`src/rtl/sdram_arb_pkg.sv`:
```
// Shared types and default constants for the SDRAM slot arbiter.
// Contents:
//   state_e         sequencer states RST -> GUARD -> INIT -> IDLE <-> SLOT
//   port_sel_e      which requester owns the current slot
//   *_DEF           default slot geometry and address width
//   CTRL_INIT_COUNT number of slots the controller needs to finish power-up
package sdram_arb_pkg;

  typedef enum logic [2:0] {
    RST,
    GUARD,
    INIT,
    IDLE,
    SLOT
  } state_e;

  typedef enum logic [1:0] {
    DL,
    GFX,
    CPU
  } port_sel_e;

  localparam int SLOT_LEN_DEF    = 8;
  localparam int CAPTURE_PH_DEF  = 6;
  localparam int AW_DEF          = 25;
  localparam int CTRL_INIT_COUNT = 'h14C08;

endpackage

```
`src/rtl/sdram_arbiter_rr_arb2.sv`:
```
// Requester selection for the SDRAM slot arbiter.
// The download port always wins. Graphics and CPU share the remaining slots
// round-robin, using a one-bit record of which of them was granted last.
// Ports:
//   clk, reset_n   clock and synchronous active-low reset
//   en_i           a slot may be granted this clock
//   dl_req_i       download request (absolute priority)
//   gfx_req_i      graphics read request
//   cpu_req_i      CPU read request
//   valid_o        at least one request is pending
//   sel_o          selected requester (meaningful while valid_o is high)
module rr_arb2
  import sdram_arb_pkg::*;
(
  input  logic      clk,
  input  logic      reset_n,
  input  logic      en_i,
  input  logic      dl_req_i,
  input  logic      gfx_req_i,
  input  logic      cpu_req_i,
  output logic      valid_o,
  output port_sel_e sel_o
);

  // 1 = graphics won the last read grant, 0 = CPU did (reset value).
  logic last_gfx_q, last_gfx_d;

  always_comb begin
    valid_o    = dl_req_i | gfx_req_i | cpu_req_i;
    sel_o      = DL;
    last_gfx_d = last_gfx_q;
    if (dl_req_i) begin
      sel_o = DL;
    end else if (gfx_req_i && cpu_req_i) begin
      sel_o = last_gfx_q ? CPU : GFX;
    end else if (gfx_req_i) begin
      sel_o = GFX;
    end else begin
      sel_o = CPU;
    end
    // Download grants leave the read fairness state untouched.
    if (en_i && valid_o && !dl_req_i) begin
      last_gfx_d = (sel_o == GFX);
    end
  end

  always_ff @(posedge clk) begin
    if (!reset_n) begin
      last_gfx_q <= 1'b0;
    end else begin
      last_gfx_q <= last_gfx_d;
    end
  end

endmodule

```
`src/rtl/sdram_arbiter.sv`:
```
// Sequencer and slot arbiter in front of the 8-bit-write / 16-bit-read SDRAM
// controller. After reset it pulses sd_init, waits one slot length so an
// interrupted controller cycle can finish, then runs INIT_SLOTS dummy read
// slots at address 0 to clock the controller's power-up counter. Afterwards
// it grants one access slot at a time to dl (write), gfx or cpu (reads).
// Ports:
//   clk, reset_n           clock and synchronous active-low reset
//   sd_init                init strobe to the controller
//   sd_addr, sd_di         address / write byte, held for the whole slot
//   sd_rd, sd_we           request strobes, high at phases 0 and 1
//   sd_rdata               16-bit read data from the controller
//   dl_req/addr/data/ack   download write port
//   gfx_req/addr/dout/ack  graphics read port
//   cpu_req/addr/dout/ack  CPU read port
//   busy                   high during power-up and while a slot runs
module sdram_arbiter
  import sdram_arb_pkg::*;
#(
  parameter int SLOT_LEN   = SLOT_LEN_DEF,
  parameter int CAPTURE_PH = CAPTURE_PH_DEF,
  parameter int INIT_SLOTS = CTRL_INIT_COUNT,
  parameter int AW         = AW_DEF
) (
  input  logic          clk,
  input  logic          reset_n,
  output logic          sd_init,
  output logic [AW-1:0] sd_addr,
  output logic          sd_rd,
  output logic          sd_we,
  output logic [7:0]    sd_di,
  input  logic [15:0]   sd_rdata,
  input  logic          dl_req,
  input  logic [AW-1:0] dl_addr,
  input  logic [7:0]    dl_data,
  output logic          dl_ack,
  input  logic          gfx_req,
  input  logic [AW-1:0] gfx_addr,
  output logic [15:0]   gfx_dout,
  output logic          gfx_ack,
  input  logic          cpu_req,
  input  logic [AW-1:0] cpu_addr,
  output logic [15:0]   cpu_dout,
  output logic          cpu_ack,
  output logic          busy
);

  // Phase needs one extra code: INIT uses phase SLOT_LEN as the gap clock
  // that gives dummy slots the same period as back-to-back real slots.
  localparam int PH_W  = $clog2(SLOT_LEN + 1);
  localparam int CNT_W = (INIT_SLOTS > 1) ? $clog2(INIT_SLOTS) : 1;
  localparam logic [PH_W-1:0]  PH_LAST  = PH_W'(SLOT_LEN - 1);
  localparam logic [PH_W-1:0]  PH_GAP   = PH_W'(SLOT_LEN);
  localparam logic [PH_W-1:0]  PH_CAP   = PH_W'(CAPTURE_PH);
  localparam logic [PH_W-1:0]  PH_DLACK = PH_W'(SLOT_LEN - 2);
  localparam logic [CNT_W-1:0] CNT_LAST = CNT_W'(INIT_SLOTS - 1);

  state_e          state_q, state_d;
  logic [PH_W-1:0] ph_q, ph_d;
  logic [CNT_W-1:0] cnt_q, cnt_d;
  port_sel_e       sel_q, sel_d;
  logic            sd_init_q, sd_init_d;
  logic            sd_rd_q, sd_rd_d;
  logic            sd_we_q, sd_we_d;
  logic [AW-1:0]   sd_addr_q, sd_addr_d;
  logic [7:0]      sd_di_q, sd_di_d;
  logic [15:0]     gfx_dout_q, gfx_dout_d;
  logic [15:0]     cpu_dout_q, cpu_dout_d;
  logic            dl_ack_q, dl_ack_d;
  logic            gfx_ack_q, gfx_ack_d;
  logic            cpu_ack_q, cpu_ack_d;
  logic            busy_q, busy_d;

  logic            arb_valid;
  port_sel_e       arb_sel;

  // Reads are word accesses; the byte-select bit is dropped.
  logic            unused_addr_lsb;
  assign unused_addr_lsb = gfx_addr[0] ^ cpu_addr[0];

  rr_arb2 u_arb (
    .clk       (clk),
    .reset_n   (reset_n),
    .en_i      (state_q == IDLE),
    .dl_req_i  (dl_req),
    .gfx_req_i (gfx_req),
    .cpu_req_i (cpu_req),
    .valid_o   (arb_valid),
    .sel_o     (arb_sel)
  );

  always_comb begin
    state_d    = state_q;
    ph_d       = ph_q;
    cnt_d      = cnt_q;
    sel_d      = sel_q;
    sd_init_d  = 1'b0;
    sd_rd_d    = 1'b0;
    sd_we_d    = 1'b0;
    sd_addr_d  = sd_addr_q;
    sd_di_d    = sd_di_q;
    gfx_dout_d = gfx_dout_q;
    cpu_dout_d = cpu_dout_q;
    dl_ack_d   = 1'b0;
    gfx_ack_d  = 1'b0;
    cpu_ack_d  = 1'b0;
    case (state_q)
      RST: begin
        state_d = GUARD;
        ph_d    = '0;
      end
      GUARD: begin
        if (ph_q == PH_LAST) begin
          state_d   = INIT;
          ph_d      = '0;
          cnt_d     = '0;
          sd_rd_d   = 1'b1;
          sd_addr_d = '0;
        end else begin
          ph_d = ph_q + 1'b1;
        end
      end
      INIT: begin
        if ((ph_q == PH_LAST) && (cnt_q == CNT_LAST)) begin
          state_d = IDLE;
          ph_d    = '0;
        end else if (ph_q == PH_GAP) begin
          ph_d    = '0;
          cnt_d   = cnt_q + 1'b1;
          sd_rd_d = 1'b1;
        end else begin
          ph_d    = ph_q + 1'b1;
          sd_rd_d = (ph_q == '0);
        end
      end
      IDLE: begin
        if (arb_valid) begin
          state_d = SLOT;
          ph_d    = '0;
          sel_d   = arb_sel;
          case (arb_sel)
            DL: begin
              sd_we_d   = 1'b1;
              sd_addr_d = dl_addr;
              sd_di_d   = dl_data;
            end
            GFX: begin
              sd_rd_d   = 1'b1;
              sd_addr_d = {gfx_addr[AW-1:1], 1'b0};
            end
            default: begin
              sd_rd_d   = 1'b1;
              sd_addr_d = {cpu_addr[AW-1:1], 1'b0};
            end
          endcase
        end
      end
      SLOT: begin
        ph_d    = ph_q + 1'b1;
        sd_we_d = (ph_q == '0) && (sel_q == DL);
        sd_rd_d = (ph_q == '0) && (sel_q != DL);
        // Acks are registered, so they are decided one phase early.
        if (sel_q == DL) begin
          dl_ack_d = (ph_q == PH_DLACK);
        end else if (ph_q == PH_CAP) begin
          if (sel_q == GFX) begin
            gfx_dout_d = sd_rdata;
            gfx_ack_d  = 1'b1;
          end else begin
            cpu_dout_d = sd_rdata;
            cpu_ack_d  = 1'b1;
          end
        end
        if (ph_q == PH_LAST) begin
          state_d = IDLE;
          ph_d    = '0;
        end
      end
      default: state_d = RST;
    endcase
    busy_d = (state_d != IDLE);
  end

  always_ff @(posedge clk) begin
    if (!reset_n) begin
      state_q    <= RST;
      ph_q       <= '0;
      cnt_q      <= '0;
      sel_q      <= DL;
      sd_init_q  <= 1'b1;
      sd_rd_q    <= 1'b0;
      sd_we_q    <= 1'b0;
      sd_addr_q  <= '0;
      sd_di_q    <= '0;
      gfx_dout_q <= '0;
      cpu_dout_q <= '0;
      dl_ack_q   <= 1'b0;
      gfx_ack_q  <= 1'b0;
      cpu_ack_q  <= 1'b0;
      busy_q     <= 1'b1;
    end else begin
      state_q    <= state_d;
      ph_q       <= ph_d;
      cnt_q      <= cnt_d;
      sel_q      <= sel_d;
      sd_init_q  <= sd_init_d;
      sd_rd_q    <= sd_rd_d;
      sd_we_q    <= sd_we_d;
      sd_addr_q  <= sd_addr_d;
      sd_di_q    <= sd_di_d;
      gfx_dout_q <= gfx_dout_d;
      cpu_dout_q <= cpu_dout_d;
      dl_ack_q   <= dl_ack_d;
      gfx_ack_q  <= gfx_ack_d;
      cpu_ack_q  <= cpu_ack_d;
      busy_q     <= busy_d;
    end
  end

  assign sd_init  = sd_init_q;
  assign sd_rd    = sd_rd_q;
  assign sd_we    = sd_we_q;
  assign sd_addr  = sd_addr_q;
  assign sd_di    = sd_di_q;
  assign gfx_dout = gfx_dout_q;
  assign cpu_dout = cpu_dout_q;
  assign dl_ack   = dl_ack_q;
  assign gfx_ack  = gfx_ack_q;
  assign cpu_ack  = cpu_ack_q;
  assign busy     = busy_q;

endmodule
```
`config.mk`:
```
export PLATFORM = sky130hd
export DESIGN_NAME = sdram_arbiter
export DESIGN_NICKNAME = d
export VERILOG_FILES = /design/src/rtl/sdram_arb_pkg.sv /design/src/rtl/sdram_arbiter_rr_arb2.sv /design/src/rtl/sdram_arbiter.sv
export SDC_FILE = /design/constraint.sdc
export NUM_CORES = 1
export LEC_CHECK = 0
export BUFFER_PORTS_ARGS = -buffer_cell sky130_fd_sc_hd__buf_2
export CORE_MARGIN = 5
export CORE_UTILIZATION = 29
export DETAILED_ROUTE_END_ITERATION = 8
export SYNTH_ARGS = -nofsm -noshare
export SYNTH_HDL_FRONTEND = slang
export SYNTH_HIERARCHICAL = 1
export SYNTH_SLANG_ARGS = --single-unit
```
`constraint.sdc`:
```
create_clock -name clk -period 2.1 [get_ports clk]
set_clock_uncertainty 0.15 [all_clocks]
set_input_delay 0 -clock clk [delete_from_list [all_inputs] [get_ports clk]]
set_output_delay 0 -clock clk [all_outputs]
set_load 0.02 [all_outputs]
```
### Word-level counts from Yosys, hierarchy flattened

Index checks and enable logic that the tools add are counted.

* add/subtract/negate cells: 2
* eq/ne operators: 15
* multiplexer cells: 34
* bitwise logic cells: 7
* reduce and logical (&&, ||, !) cells: 25

Operators with widths (count)
* case mux 25 bit (2 select lines): 2
* two-way mux 17 bit: 3
* two-way mux 25 bit: 2
* case mux 17 bit (2 select lines): 1
* adder 17 x 1 -> 17 bit (second input constant): 1
* equality test 17 bit (second input constant): 1
* two-way mux 4 bit: 4
* case mux 4 bit (4 select lines): 1
* case mux 3 bit (5 select lines): 1
* two-way mux 3 bit: 4
* AND reduction 4 bit: 3
* two-way mux 1 bit: 10
* AND reduction 3 bit: 3
* equality test 4 x 3 -> 1 bit (second input constant): 2
* two-way mux 2 bit: 4
* != test 2 bit (second input constant): 4
* equality test 3 x 2 -> 1 bit (second input constant): 2
* logical AND 1 bit: 6
* nonzero test 2 bit: 3
* NOT 1 bit: 5
* adder 4 x 1 -> 4 bit (second input constant): 1
* equality test 2 x 1 -> 1 bit (second input constant): 2
* equality test 4 bit (second input constant): 1
* zero test 2 bit: 2
* 13 further kinds: 15

* register bits after elaboration: 99
* output and inout bits: 72
* word-level logic and storage cells: 99

### Logic depth before layout (Yosys ltp)

Gate-level depths: netlist (run 1).

* depth after elaboration: 7
* mapped depth: 8

### By module

The synthesis (run 1) kept the hierarchy.

By module, submodules not included
* sdram_arbiter: instances 1, cells each 552, area an instance 4478.0 sq um, sequential area each 1961.9 sq um
* rr_arb2: instances 1, cells each 8, area an instance 70.1 sq um, sequential area each 20.0 sq um

### Least setup slack after synthesis (run 1)

Ideal clock, no wire load.

* path kind: flip-flop to flip-flop
* from: reg ph_q[1]
* to: reg cnt_q[15]
* setup time: 0.072 ns
* arrival time: 1.639 ns
* data required time: 1.878 ns
* path slack: 0.239 ns
* cell stages (with the launch flop): 8
* clock period less this slack: 1.861 ns
* cell sequence: dfxtp_1 ha_1 and3b_1 buf_2 a22oi_2 buf_6 nor4_1 mux2i_1

* longest elaborated chain between the ends: 4
* elaborated cells on any way between the ends: 7
* classes of those cells: eq/ne: 5; reduce/logical: 2

Ends and longest elaborated chain
* start: declaration: RTL line sdram_arbiter.sv:58 `logic [PH_W-1:0] ph_q, ph_d;`
* start signal: assignment: RTL line sdram_arbiter.sv:202 `ph_q <= ph_d;`
* equality test 4 x 3 -> 1 bit: RTL line sdram_arbiter.sv:112, sdram_arbiter.sv:123
* logical AND 1 bit: RTL line sdram_arbiter.sv:123 `if ((ph_q == PH_LAST) && (cnt_q == CNT_LAST)) begin`
* != test 2 bit (no source line)
* AND reduction 4 bit (no source line) (*)
* end signal: assignment: RTL line sdram_arbiter.sv:203 `cnt_q <= cnt_d;`
* end: declaration: RTL line sdram_arbiter.sv:59 `logic [CNT_W-1:0] cnt_q, cnt_d;`

Every way passes the cells marked *; elsewhere a longest branch is shown, timed or not.
A chain may end at the register's enable or synchronous reset.

### Worst setup path in the final report (run 1)

* from: in gfx_req
* to: reg ph_q[0]

* longest elaborated chain between the ends: 4

Ends and longest elaborated chain
* start: declaration: RTL line sdram_arbiter.sv:36 `input logic gfx_req,`
* OR 1 bit (2 in series): RTL line sdram_arbiter_rr_arb2.sv:29 `valid_o = dl_req_i | gfx_req_i | cpu_req_i;`
* net arb_valid: RTL line sdram_arbiter.sv:73 `logic arb_valid;`
* != test 2 bit (no source line)
* AND reduction 2 bit (no source line)

The timed path passes the listed nets, and every way through them passes these cells.

==> impl_metrics.ini, run 1 <==
[status]
status = finished, final reports clean

[synth]
synthAdderAreaFrac = 0.0110
synthSimpleGateAreaFrac = 0.250
yosysWarnings = 6
synthCells = 560
ys_types = 49
seq_area_frac_synth = 0.436
ys_ff_latch = 99
synthMuxAreaShare = 0.0594
synth_compound_area_frac = 0.194
syn_area_um2 = 4550
async_flop_share = 0
yosys_most_used_dff = dfxtp_1
avgSynthCellArea_um2 = 8.12
synth_nets = 668
synth_top_family_by_area = simple AND/OR/NAND/NOR gates
synth_enable_flop_cells = 0
synthXorXnorAreaFrac = 0.00385

[worst_setup_path]
cp-start-kind = input pin
critPathArrivalTime_ps = 2120
path_class = in -> reg
cp.required_ps = 2150
worst_setup_path_end_kind = flop
crit_start = gfx_req
r2r_start = state_q[2]$_SDFF_PN0_
rr_worst_depth = 4
worst-path-max-fanout = 6
reg2reg_to = ph_q[0]$_SDFFE_PN0P_
crit_end = ph_q[0]$_SDFFE_PN0P_
worst-r2r-setup-slack_ps = 60

[timing]
fin_crit_ps = 2060
finalWorstSetupSlack_ps = 35.9
drv_slew = 0
fmax_ghz = 0.484
setup_viol = 0
fin_crit_sh = 0.983
tightestPinTransition_ps = 465
slew_headroom = 0.687
hold_viol = 0

[place]
gp_congestion = 0.819
dpl_cell_area_um2 = 5770
port_buffers = 173
pre_cts_ws_ps = 94.8
hpwl_um = 9920

[layout]
final_common_cell = buf_2
nNetsFinal = 937
antenna_cells = 0
syn_to_final_growth_pct = 55.0
final_cell_area_um2 = 7050
final_cell_mix = buf_2, nand2_1, dlygate4sd3_1
drive_gt1_frac = 0.281
n_fill_cell = 1505

[detailed_routing]
wl_per_cell_um = 14.7
dr_wl_met2_um = 7240
wl_met1_um = 6600
dr.pass1.iters = 4
remaining_drc_errors = 0
via_count = 5049
wl_met3_um = 1060
top_layer = met4
routed_wl_um = 15300
drtIter0Drc = 270
viasPerCell = 4.83
ant_nets = 0

[power_and_ir_drop]
p_per_area_nw_per_um2 = 557
p_leak_uw = 0.00295
peakVddDrop_uv = 408

[clock_tree]
cts_buffers = 9
htree_num_levels = 3
clk_path_buf_depth = 2
root_buffer = clkbuf_16
cts_tree = yes
clk_pin_slew_worst_paths_ps = 70
clk_latency_ps = 340
cts.sinks = 99

[grt]
grt_max_degree = 56
grt_pass1_wl_um = 24700
antenna_found_initial = 0
grt_overflow = 0
grt_pass1_vias = 5120
grtUsageTotal = 0.165

[min_path]
min_path_type = in -> reg
min_from = gfx_addr[6]

[floorplanning]
row_count = 45
core_area_um2 = 15300
dieArea_um2 = 18300
die_w_um = 135
die_h_um = 135
initial_core_util = 0.297
pin_count = 176

[run]
maxCapViolCount = 0
[repair_timing]
action                     CTS  global route
buffers inserted             0             2
hold endpoints to repair    73             0
hold buffers                97             0
setup endpoints to repair    0            11
resized for setup            0             7
[cell families after synthesis]
group | Yosys count
compound gates | 148
xor+xnor | 2
fa+ha+maj | 4
buf+inv | 46
flops | 99
mux | 27
simple gates | 234
[cell usage after synthesis (all sizes together), types with 2 or more instances]
cell type  number  area [um2]
nand2         106         398
dfxtp          99        1980
a21oi          62         314
nor2           40         150
o21ai          36         180
nand3          28         140
mux2i          27         270
a22oi          26         200
clkbuf         25        95.1
buf            16        93.8
o31ai           8        60.1
or4             8        60.1
or3             6        37.5
and3            5        31.3
and3b           5        43.8
inv             5        18.8
a31oi           4        25.0
and4            4        35.0
and4b           4        40.0
ha              4        50.1
nand4           4        25.0
nor3            4        20.0
nor4            4        25.0
nand2b          3        18.8
nor2b           3        18.8
nor3b           3        43.8
o21a            3        22.5
a2111oi         2        17.5
and2            2        12.5
or2             2        12.5
[metrics by stage]
step | hold slack [ps] | util | instances | total power [uW] | setup TNS, ps
after detailed placement | 95.3 | 0.377 | 930 | 2200 | 0
after CTS | 13.4 | 0.459 | 1043 | 3970 | 0
after global placement | 91.8 | 0.377 | 930 | 2200 | 0
after floorplan | -36.2 | - | 560 | 2050 | 0
final | 0.438 | 0.460 | 1045 | 3930 | 0
after global routing | 74.9 | 0.460 | 1045 | 4090 | -71.5
[power breakdown]
part	switching, uW	internal (uW)
clock network	786	833
registers	4.20	1880
logic	173	251
[cell type report]
class / count / area [um2] / area share
clock inverter: 6 / 57.6 / 0.00817
sequential: 99 / 1990 / 0.282
inverter: 5 / 18.8 / 0.00266
multi-input combinational: 415 / 2380 / 0.337
clock buffer: 10 / 229 / 0.0325
tap: 211 / 264 / 0.0375
timing repair buffer: 299 / 2120 / 0.300
[critical path, stage by stage]
cell and delay, ps:
dlygate4sd3_1 530, buf_2 150, or3_1 440, nor2b_1 180
o21ai_1 170, and3_1 230, a2111oi_0 400
[how the worst min path moves through the flow]
| stage | slack, ps | endpoint | cells past startpoint |
|---|---|---|---|
| 6_report | 0.4 | sd_addr[6]$_SDFFE_PN0P_ | 5 |
| 2_1_floorplan | -40 | dl_ack$_SDFF_PN0_ | 2 |
| 5_1_grt | 70 | sd_addr[6]$_SDFFE_PN0P_ | 5 |
| 3_5_place_dp | 100 | sd_di[4]$_SDFFE_PN0P_ | 3 |
| 3_3_place_gp | 90 | sd_di[4]$_SDFFE_PN0P_ | 3 |
| 4_1_cts | 10 | sd_addr[6]$_SDFFE_PN0P_ | 5 |
[layer usage]
| metal | GRT usage | up-vias |
|---|---|---|
| li1 | - | 2536 |
| met1 | 0.195 | 2304 |
| met2 | 0.277 | 175 |
| met3 | 0.0479 | 34 |
| met4 | 0.0717 | 0 |
| met5 | 0 | - |
[flip-flops by register name (all words and copies together) (netlist names), 2 cells and up]
register / cells
gfx_dout: 16
cpu_dout: 16
sel_q: 2
sd_addr: 25
sd_di: 8
state_q: 3
ph_q: 4
cnt_q: 17
Note: power is estimated with default switching activity, not from simulation.
==> run 2, diff against run 1 <==
CTS_CLUSTER_DIAMETER = 200   (was default)
REMOVE_ABC_BUFFERS = 1   (was default)
==> run 2 against run 1 <==
Flip-flop and latch count unchanged. Wire length rose by 0.51%. Die area is the same. Utilization decreased by 0.43 points. Design area down 0.94%. Total power up 0.54%. First-iteration DRC count increased by 20%. Combinational power about the same. Critical path depth did not move. Global-route usage barely moved. Clock power barely moved. Sequential power about the same.
==> impl_metrics.ini, run 2 (synthesis results as in run 1) <==
[status]
status = finished, final reports clean

[min_path]
min_path_type = in -> reg

[place]
pre_cts_ws_ps = 72.0
hpwl_um = 9970
port_buffers = 173
gp_congestion = 0.814

[timing]
setup_viol = 0
drv_slew = 0
fin_crit_ps = 1980
whs_ps = 34.4
slew_headroom = 0.667
fin_crit_sh = 0.945
tightestPinTransition_ps = 498
finalWorstSetupSlack_ps = 116
fmax_ghz = 0.504
hold_viol = 0
rsz0062_at_grt = no

[power_and_ir_drop]
p_leak_uw = 0.00291
p_per_area_nw_per_um2 = 565
peakVddDrop_uv = 394

[grt]
grtUsageTotal = 0.165
grt_pass1_wl_um = 24600
grt_pass1_vias = 4940
antenna_found_initial = 0
grt_overflow = 0
grt_max_degree = 47

[clock_tree]
htree_num_levels = 3
clk_path_buf_depth = 2
cts_tree = yes
root_buffer = clkbuf_16
cts_buffers = 9
cts.sinks = 99
clk_latency_ps = 360
clk_pin_slew_worst_paths_ps = 70

[worst_setup_path]
slowest_delay_ps = 530
critical_path.slowest_cell = or4_1
cp-start-kind = flop
cp_num_buf_inv = 2
worst-r2r-setup-slack_ps = 120
worst_setup_path_end_kind = flop
crit_chain = inv_1 -> ha_1 -> and3b_2 -> a22oi_2 -> buf_6 -> or4_1 -> a21oi_1
critPathArrivalTime_ps = 2110
critical-path-top-delay-family = simple AND/OR/NAND/NOR gates
cp.required_ps = 2230
worst-path-max-fanout = 27
path_class = reg -> reg

[layout]
syn_to_final_growth_pct = 53.5
utilization = 0.456
nNetsFinal = 930
final_cell_mix = buf_2, nand2_1, dfxtp_1
n_fill_cell = 1480
final_common_cell = buf_2
largest_register_ffs = 25
drive_gt1_frac = 0.281

[floorplanning]
core_area_um2 = 15300
die_w_um = 135
dieArea_um2 = 18300
initial_core_util = 0.297
die_h_um = 135
row_count = 45
pin_count = 176

[run]
maxCapViolCount = 0

[detailed_routing]
dr.pass1.iters = 5
wl_per_cell_um = 14.8
ant_nets = 0
drtIter0Drc = 323
via_count = 5078
viasPerCell = 4.89
remaining_drc_errors = 0
routed_wl_um = 15400
[run 2: cell type report]
| cell class | instances | area [um2] | share of cell area |
|---|---|---|---|
| Timing Repair Buffer | 292 | 2030 | 0.291 |
| Tap cell | 211 | 264 | 0.0378 |
| Sequential cell | 99 | 1980 | 0.284 |
| Clock buffer | 11 | 253 | 0.0362 |
| Inverter | 5 | 18.8 | 0.00269 |
| Clock inverter | 5 | 35.0 | 0.00502 |
| Multi-Input combinational cell | 415 | 2390 | 0.343 |
| Antenna cell | 1 | 2.50 | 0.000358 |
[run 2: metrics by stage]
stage                     power, uW  setup TNS [ps]  instance area (um2)  cells
after floorplan                2040          -26400                 4360    519
after global placement         2200               0                 5740    930
after detailed placement       2200               0                 5740    930
after global routing           4090               0                 6980   1038
after CTS                      3960               0                 6950   1038
final                          3950               0                 6980   1039
[run 2: worst paths after layout]
| path | from | to | cells past startpoint |
|---|---|---|---|
| setup / recovery | ph_q[0]$_SDFFE_PN0P_ | cnt_q[11]$_SDFFE_PN0P_ | 7 |
| setup reg to reg | ph_q[0]$_SDFFE_PN0P_ | cnt_q[11]$_SDFFE_PN0P_ | 7 |
| hold reg to reg | gfx_dout[4]$_SDFFE_PN0P_ | gfx_dout[4]$_SDFFE_PN0P_ | 2 |
| hold / removal | dl_addr[3] | sd_addr[3]$_SDFFE_PN0P_ | 5 |
[run 2: power by group]
group / total (uW) / switching, uW / internal (uW)
logic: 424 / 182 / 242
registers: 1880 / 4.36 / 1880
clock network: 1640 / 765 / 874
total: 3950 / 951 / 3000
[run 2: worst reg2reg max path: stages, from the launching register on]
cell and delay [ps]:
dfxtp_2 340, inv_1 80, ha_1 190, and3b_2 220, a22oi_2 60, buf_6 180, or4_1 530, a21oi_1 150
[run 2: timing repair]
item	4_1_cts	5_1_grt
buffers inserted	0	0
hold buffers	92	0
setup endpoints to repair	0	20
hold endpoints to repair	73	0
resized for setup	0	12
[run 2: routing by layer]
layer / wire length (um) / global-route usage
met1: 6730 / 0.211
met2: 6750 / 0.254
met3: 1530 / 0.0546
met4: 415 / 0.0694
met5: 0 / 0
